`src/rtl/pe_reduce_if.sv`:
```
// Beat-level handshake bundle for pe_reduce: input beat with sideband, output result.
interface pe_reduce_if #(
    parameter int N_LANES = 16,
    parameter int W_IN    = 16,
    parameter int W_OUT   = 16
);
    logic                      in_valid;
    logic                      in_ready;
    logic [N_LANES*W_IN-1:0]   in_data;
    logic [N_LANES-1:0]        in_mask;
    logic [1:0]                mode;
    logic                      fb_enable;
    logic [W_OUT-1:0]          fb_data;
    logic                      acc_last;
    logic [1:0]                nl_type;
    logic                      out_valid;
    logic                      out_ready;
    logic [W_OUT-1:0]          out_data;
    logic                      out_sat;
    logic                      busy;

    modport master (
        output in_valid, in_data, in_mask, mode, fb_enable, fb_data, acc_last, nl_type, out_ready,
        input  in_ready, out_valid, out_data, out_sat, busy
    );
    modport slave (
        input  in_valid, in_data, in_mask, mode, fb_enable, fb_data, acc_last, nl_type, out_ready,
        output in_ready, out_valid, out_data, out_sat, busy
    );
endinterface

```
`src/rtl/pe_reduce.sv`:
```
// Pipelined lane reduction (sum / dense accumulate / max) with feedback, saturation and
// nonlinearity. One global advance enable stalls every stage together.
module pe_reduce_node #(
    parameter int W = 32
) (
    input  logic signed [W-1:0] i_a,
    input  logic signed [W-1:0] i_b,
    input  logic                i_max,
    output logic signed [W-1:0] o_y
);
    assign o_y = i_max ? ((i_a > i_b) ? i_a : i_b) : (i_a + i_b);
endmodule

module pe_reduce #(
    parameter int N_LANES = 16,
    parameter int W_IN    = 16,
    parameter int W_ACC   = 32,
    parameter int W_OUT   = 16,
    parameter int FRAC    = 0
) (
    input logic         clk,
    input logic         rst,
    pe_reduce_if.slave  bus
);
    localparam int L    = $clog2(N_LANES);
    localparam int NT   = 2*N_LANES - 1;

    localparam logic signed [W_ACC-1:0] ACC_NEG = {1'b1, {(W_ACC-1){1'b0}}};
    localparam logic signed [W_ACC+1:0] ACC_HI  = {3'b000, {(W_ACC-1){1'b1}}};
    localparam logic signed [W_ACC+1:0] ACC_LO  = {3'b111, {(W_ACC-1){1'b0}}};
    localparam logic signed [W_ACC+1:0] OUT_HI  = {{(W_ACC+3-W_OUT){1'b0}}, {(W_OUT-1){1'b1}}};
    localparam logic signed [W_ACC+1:0] OUT_LO  = {{(W_ACC+3-W_OUT){1'b1}}, {(W_OUT-1){1'b0}}};

    typedef struct packed {
        logic [1:0]              mode;
        logic                    fb_en;
        logic signed [W_OUT-1:0] fb_data;
        logic                    last;
        logic [1:0]              nl;
        logic                    allm;
    } side_t;

    // Tree level of entry j: leaves 0..N-1, then each level packed after the previous one.
    function automatic int lvl_of(input int j);
        int base, n, k;
        base = 0; n = N_LANES; k = 0;
        while (j >= base + n) begin
            base += n; n = n >> 1; k++;
        end
        return k;
    endfunction

    logic                     w_en;
    logic                     w_in_max;
    side_t                    w_side_in;
    logic signed [W_ACC-1:0]  w_nxt  [NT];
    logic signed [W_ACC-1:0]  r_tree [NT];
    side_t                    r_side [L+1];
    logic [L:0]               r_vld_pipe;

    logic                     r_ov;
    logic signed [W_OUT-1:0]  r_od;
    logic                     r_os;
    logic signed [W_ACC-1:0]  r_acc;
    logic                     r_pend;

    assign w_en          = !r_ov || bus.out_ready;
    assign bus.in_ready  = w_en && !rst;
    assign w_in_max      = (bus.mode == 2'd2);

    always_comb begin
        w_side_in         = '0;
        w_side_in.mode    = bus.mode;
        w_side_in.fb_en   = bus.fb_enable;
        w_side_in.fb_data = bus.fb_data;
        w_side_in.last    = bus.acc_last;
        w_side_in.nl      = bus.nl_type;
        w_side_in.allm    = ~|bus.in_mask;
    end

    // Masked lanes become the identity of the beat's reduction: 0 for sums, most-negative for max.
    for (genvar j = 0; j < N_LANES; j++) begin : g_lane
        logic signed [W_IN-1:0] w_x;
        assign w_x = bus.in_data[j*W_IN +: W_IN];
        assign w_nxt[j] = bus.in_mask[j] ? W_ACC'(w_x) : (w_in_max ? ACC_NEG : '0);
    end

    for (genvar j = N_LANES; j < NT; j++) begin : g_node
        localparam int LV = lvl_of(j);
        pe_reduce_node #(.W(W_ACC)) u_node (
            .i_a   (r_tree[2*(j-N_LANES)]),
            .i_b   (r_tree[2*(j-N_LANES)+1]),
            .i_max (r_side[LV-1].mode == 2'd2),
            .o_y   (w_nxt[j])
        );
    end

    always_ff @(posedge clk) begin
        if (w_en) begin
            r_tree    <= w_nxt;
            r_side[0] <= w_side_in;
            for (int k = 1; k <= L; k++) r_side[k] <= r_side[k-1];
        end
    end

    // Post stage
    side_t                    w_ps;
    logic                     w_is_sum, w_is_dense;
    logic signed [W_ACC-1:0]  w_shr, w_red, w_acc_c;
    logic signed [W_ACC:0]    w_fb, w_s;
    logic signed [W_ACC+1:0]  w_nacc, w_val;
    logic signed [W_OUT-1:0]  w_clamp, w_nl;
    logic                     w_sat;

    assign w_ps       = r_side[L];
    assign w_is_sum   = (w_ps.mode == 2'd0) || (w_ps.mode == 2'd3);
    assign w_is_dense = (w_ps.mode == 2'd1);
    assign w_shr      = r_tree[NT-1] >>> FRAC;
    assign w_red      = ((w_ps.mode == 2'd2) && w_ps.allm) ? '0 : w_shr;
    assign w_fb       = (w_is_sum && w_ps.fb_en) ? (W_ACC+1)'($signed(w_ps.fb_data)) : '0;
    assign w_s        = (W_ACC+1)'(w_red) + w_fb;
    assign w_nacc     = (W_ACC+2)'(r_acc) + (W_ACC+2)'(w_s);

    always_comb begin
        w_acc_c = W_ACC'(w_nacc);
        if (w_nacc > ACC_HI)      w_acc_c = W_ACC'(ACC_HI);
        else if (w_nacc < ACC_LO) w_acc_c = W_ACC'(ACC_LO);

        w_val   = w_is_dense ? (W_ACC+2)'(w_acc_c) : (W_ACC+2)'(w_s);
        w_sat   = 1'b1;
        if (w_val > OUT_HI)      w_clamp = W_OUT'(OUT_HI);
        else if (w_val < OUT_LO) w_clamp = W_OUT'(OUT_LO);
        else begin
            w_clamp = W_OUT'(w_val);
            w_sat   = 1'b0;
        end

        // Nonlinearity sees the clamped value.
        w_nl = w_clamp;
        if (w_clamp < 0) begin
            if (w_ps.nl == 2'd1)      w_nl = '0;
            else if (w_ps.nl == 2'd2) w_nl = w_clamp >>> 3;
        end
    end

    always_ff @(posedge clk) begin
        if (rst) begin
            r_vld_pipe <= '0;
            r_ov       <= 1'b0;
            r_od       <= '0;
            r_os       <= 1'b0;
            r_acc      <= '0;
            r_pend     <= 1'b0;
        end else if (w_en) begin
            r_vld_pipe <= {r_vld_pipe[L-1:0], bus.in_valid};
            r_ov       <= 1'b0;
            if (r_vld_pipe[L]) begin
                if (w_is_dense) begin
                    r_acc  <= w_ps.last ? '0 : w_acc_c;
                    r_pend <= !w_ps.last;
                end
                if (!w_is_dense || w_ps.last) begin
                    r_ov <= 1'b1;
                    r_od <= w_nl;
                    r_os <= w_sat;
                end
            end
        end
    end

    assign bus.out_valid = r_ov;
    assign bus.out_data  = r_od;
    assign bus.out_sat   = r_os;
    assign bus.busy      = (|r_vld_pipe) || r_ov || r_pend;
endmodule

```
`src/flat_wrapper.sv`:
```
// flat-port wrapper written by rule: the top's interface ports become plain ports
module pe_reduce_flat 
#(
    parameter int N_LANES = 16,
    parameter int W_IN    = 16,
    parameter int W_ACC   = 32,
    parameter int W_OUT   = 16,
    parameter int FRAC    = 0
)
  (clk, rst, bus_in_valid, bus_in_data, bus_in_mask, bus_mode, bus_fb_enable, bus_fb_data, bus_acc_last, bus_nl_type, bus_out_ready, bus_in_ready, bus_out_valid, bus_out_data, bus_out_sat, bus_busy);
  pe_reduce_if #(.N_LANES(N_LANES), .W_IN(W_IN), .W_OUT(W_OUT)) bus_i ();
  input logic clk;
  input logic rst;
  input wire logic [$bits(bus_i.in_valid)-1:0] bus_in_valid;
  input wire logic [$bits(bus_i.in_data)-1:0] bus_in_data;
  input wire logic [$bits(bus_i.in_mask)-1:0] bus_in_mask;
  input wire logic [$bits(bus_i.mode)-1:0] bus_mode;
  input wire logic [$bits(bus_i.fb_enable)-1:0] bus_fb_enable;
  input wire logic [$bits(bus_i.fb_data)-1:0] bus_fb_data;
  input wire logic [$bits(bus_i.acc_last)-1:0] bus_acc_last;
  input wire logic [$bits(bus_i.nl_type)-1:0] bus_nl_type;
  input wire logic [$bits(bus_i.out_ready)-1:0] bus_out_ready;
  output wire logic [$bits(bus_i.in_ready)-1:0] bus_in_ready;
  output wire logic [$bits(bus_i.out_valid)-1:0] bus_out_valid;
  output wire logic [$bits(bus_i.out_data)-1:0] bus_out_data;
  output wire logic [$bits(bus_i.out_sat)-1:0] bus_out_sat;
  output wire logic [$bits(bus_i.busy)-1:0] bus_busy;
  assign bus_i.in_valid = bus_in_valid;
  assign bus_i.in_data = bus_in_data;
  assign bus_i.in_mask = bus_in_mask;
  assign bus_i.mode = bus_mode;
  assign bus_i.fb_enable = bus_fb_enable;
  assign bus_i.fb_data = bus_fb_data;
  assign bus_i.acc_last = bus_acc_last;
  assign bus_i.nl_type = bus_nl_type;
  assign bus_i.out_ready = bus_out_ready;
  assign bus_in_ready = bus_i.in_ready;
  assign bus_out_valid = bus_i.out_valid;
  assign bus_out_data = bus_i.out_data;
  assign bus_out_sat = bus_i.out_sat;
  assign bus_busy = bus_i.busy;
  pe_reduce #(.N_LANES(N_LANES), .W_IN(W_IN), .W_ACC(W_ACC), .W_OUT(W_OUT), .FRAC(FRAC)) u_core (.clk(clk), .rst(rst), .bus(bus_i));
endmodule
```
`config.mk`:
```
export PLATFORM = sky130hd
export DESIGN_NAME = pe_reduce_flat
export DESIGN_NICKNAME = d
export VERILOG_FILES = /design/src/rtl/pe_reduce_if.sv /design/src/rtl/pe_reduce.sv /design/src/flat_wrapper.sv
export SDC_FILE = /design/constraint.sdc
export NUM_CORES = 2
export LEC_CHECK = 0
export BUFFER_PORTS_ARGS = -buffer_cell sky130_fd_sc_hd__buf_2
export CORE_ASPECT_RATIO = 1.25
export CORE_MARGIN = 1.5
export CORE_UTILIZATION = 59
export DETAILED_ROUTE_END_ITERATION = 12
export PLACE_DENSITY_LB_ADDON = 0.15
export SLEW_MARGIN = 20
export SYNTH_ARGS = -nofsm -noshare
export SYNTH_HDL_FRONTEND = slang
export SYNTH_HIERARCHICAL = 1
export SYNTH_SLANG_ARGS = --single-unit
```
`constraint.sdc`:
```
create_clock -name clk -period 57.2 [get_ports clk]
set_input_delay 14.3 -clock clk [delete_from_list [all_inputs] [get_ports clk]]
set_output_delay 14.3 -clock clk [all_outputs]
set_load 0.005 [all_outputs]
```
==> impl_metrics.toml <==
[sta]
rsz0062_at_grt = "no"
relSlewSlack = 0.273
final_max_slew_viol_count = 0
skew_ns = 0.0243
period_share = 0.515
setup_viol = 0
finalSetupTns_ns = 0
hold_viol_final = 0
tightest_slew_ns = 1.09
clock.fmax_mhz = 33.9
fin_crit_ns = 29.46

[setup_path]
arrival_ns = 15.16
critPathLaunchType = "input port"
slowest_delay_ns = 0.54
crit_required_ns = 42.90
crit_top_cell = "buf_2"
end_kind = "output port"
worstPathMaxFanout = 7
crit_slowest_cell = "nor2b_1"
crit_buf_inv = 2
cp_top_family = "simple AND/OR/NAND/NOR gates"
path_class = "input port to output port"
critical_path.cell_chain = "buf_2 -> nor2b_1 -> nor2_1 -> buf_2"

[finish]
final_cell_area_mm2 = 0.0884
nets = 10554
layout-drive-gt1-share = 0.0799
utilization = 0.642
area_growth_pct = 7.53

[global_route]
grt_pass1_vias = 65109
grt_max_degree = 169
grt_first_pass_wirelength_um = 344000
grt_overflow = 0
grt_util_all_layers = 0.302
antenna_found_initial = 7

[logic_synthesis]
yosysSeqAreaShare = 0.330
synth_edf_count = 867
synthTopCellsByCount = "a21oi_1, ha_1, inv_1, edfxtp_1, nor2_1"
ys_warn_count = 6
synth.cell_area_mm2 = 0.0822
synth-main-ff-cell = "edfxtp_1"
syn_inst = 9130
syn_area_per_cell_um2 = 9.00
synthArstFlopShare = 0
ys_types = 106
synthTopCellsByArea = "edfxtp_1, ha_1, a21oi_1"
synth_seq_cells = 923
yosysTopAreaCellShare = 0.317
synth_area_leader_cell = "edfxtp_1"
synth.most_common_cell = "a21oi_1"
synthesis.nets = 10457

[clocking]
h-tree-depth = 3
numCtsBuffers = 99
root_buffer = "clkbuf_16"
clk_pin_slew_ns = 0.06
hold_buffers = 0
cts_tree = "built"
clockBufferDepth = 3
cts_num_sinks = 923
postCtsSetupRepairBufs = 0
postCtsResizedCells = 0
clock_latency_ns = 0.75

[detailed_routing]
drc = 0
dr.pass1.iters = 5
ant_nets = 0
drt-total-wl_um = 217000
wire_per_inst_um = 19.5
via_per_inst = 6.06
initialDrtViolationCount = 5348
num_vias = 67588

[floorplanning]
dieArea_mm2 = 0.142
num_io_pins = 318
core_mm2 = 0.138
row_count = 152
die_w_um = 337
start_util = 0.597
die_h_um = 420

[power]
power_density_mw_per_mm2 = 42.6
internal_power_mw = 2.07
irDropWorstVdd_v = 0.0000357
leakage_nw = 38.3
p_sw_mw = 1.69
pwr-share-seq = 0.284
swShare = 0.449
p_total_mw = 3.76
p_comb_frac = 0.541
power_frac_clock = 0.175

[job]
maxCapViolations = 0

[min_path]
worstHoldPathType = "flip-flop to flip-flop"

[run_status]
status = "finished, final reports clean"

[placed_design]
port-buffer-count = 317
gp_congestion = 0.951
hpwl_um = 166000
dpl_cell_area_mm2 = 0.0850
cell usage in the layout (no fill, tap or decap), types with 24 or more instances in the layout:
master / count
o221ai_1: 56
buf_4: 75
and2_1: 321
ha_1: 1012
o21ai_0: 289
dfxtp_1: 56
a21boi_0: 44
o31ai_1: 116
a211oi_1: 79
or2_2: 24
a221o_1: 28
nand3_1: 109
nor2_1: 766
a22oi_1: 24
nand2_1: 373
nor4_1: 120
a221oi_1: 30
o211ai_1: 42
o21bai_1: 143
xor2_1: 74
mux2i_1: 339
o31a_1: 31
and3_1: 49
xnor2_1: 326
inv_1: 864
a2111o_1: 35
or4_1: 39
a31oi_1: 52
a21o_1: 127
buf_2: 317
nand4_1: 102
a21oi_1: 1261
clkbuf_16: 100
edfxtp_1: 867
o21ai_1: 72
nor3_1: 135
or3_1: 45
o211a_1: 28
nor2b_1: 139
nand2b_1: 74
final cells by class:
class / instances / area [um2]
multi-input cells: 6925 / 50100
fillers: 11660 / 49300
flip-flops and latches: 923 / 27200
inverters: 885 / 3330
clock buffers: 108 / 2530
well taps: 1848 / 2310
repair buffers: 393 / 2170
clock inverters: 76 / 807
diodes: 4 / 10.0
sequential cells by signal (all words and copies together) (netlist names):
name,cells
u_core/bus.out_data,16
u_core/bus.out_sat,1
u_core/bus.out_valid,1
u_core/r_acc,32
u_core/r_pend,1
u_core/r_side,115
u_core/r_tree,720
u_core/r_vld_pipe,5
u_core/w_shr,32
kinds of logic after synthesis:
group | share of synthesized area
adders and majority gates | 0.158
muxes | 0.0431
xor gates and xnor gates | 0.0426
AOI/OAI and AO/OA | 0.217
buffers and inverters | 0.0617
and+or+nand+nor | 0.147
DFF | 0.330
metrics by stage:
| step | setup slack [ns] | cells | hold WS (ns) |
|---|---|---|---|
| 2_1_floorplan | 13.80 | 9130 | 0.400 |
| 3_3_place_gp | 27.74 | 10974 | 0.401 |
| 3_5_place_dp | 27.73 | 10974 | 0.405 |
| 4_1_cts | 27.73 | 11158 | 0.414 |
| 5_1_grt | 27.65 | 11160 | 0.421 |
| 6_report | 27.74 | 11162 | 0.414 |
worst paths after layout:
| path | from | end | slack, ns | cells past startpoint |
|---|---|---|---|---|
| setup / recovery | bus_out_ready | bus_in_ready | 27.74 | 4 |
| hold / removal | u_core/r_side[0][26]$_DFFE_PN_ | u_core/r_side[0][49]$_DFFE_PN_ | 0.41 | 0 |
| setup reg to reg | u_core/r_side[0][114]$_DFFE_PN_ | u_core/bus.out_data[11]$_SDFFE_PP0P_ | 48.23 | 26 |
| hold reg to reg | u_core/r_side[0][26]$_DFFE_PN_ | u_core/r_side[0][49]$_DFFE_PN_ | 0.41 | 0 |
per-layer routing:
layer,global-route usage,part of all wire,vias to the layer above
met5,0,0.00015,-
met4,0.125,0.040,4
met3,0.0276,0.049,385
met2,0.517,0.48,1899
met1,0.389,0.43,31966
li1,-,-,33334
power groups by stage:
stage	logic [mW]	registers, mW	clock network [mW]
after floorplan	1.53	1.02	0
after global placement	1.98	1.08	0
after detailed placement	2.00	1.08	0
after CTS	2.01	1.07	0.676
after global routing	2.24	1.08	0.699
final	2.03	1.07	0.660
Note: power is estimated with default switching activity, not from simulation.
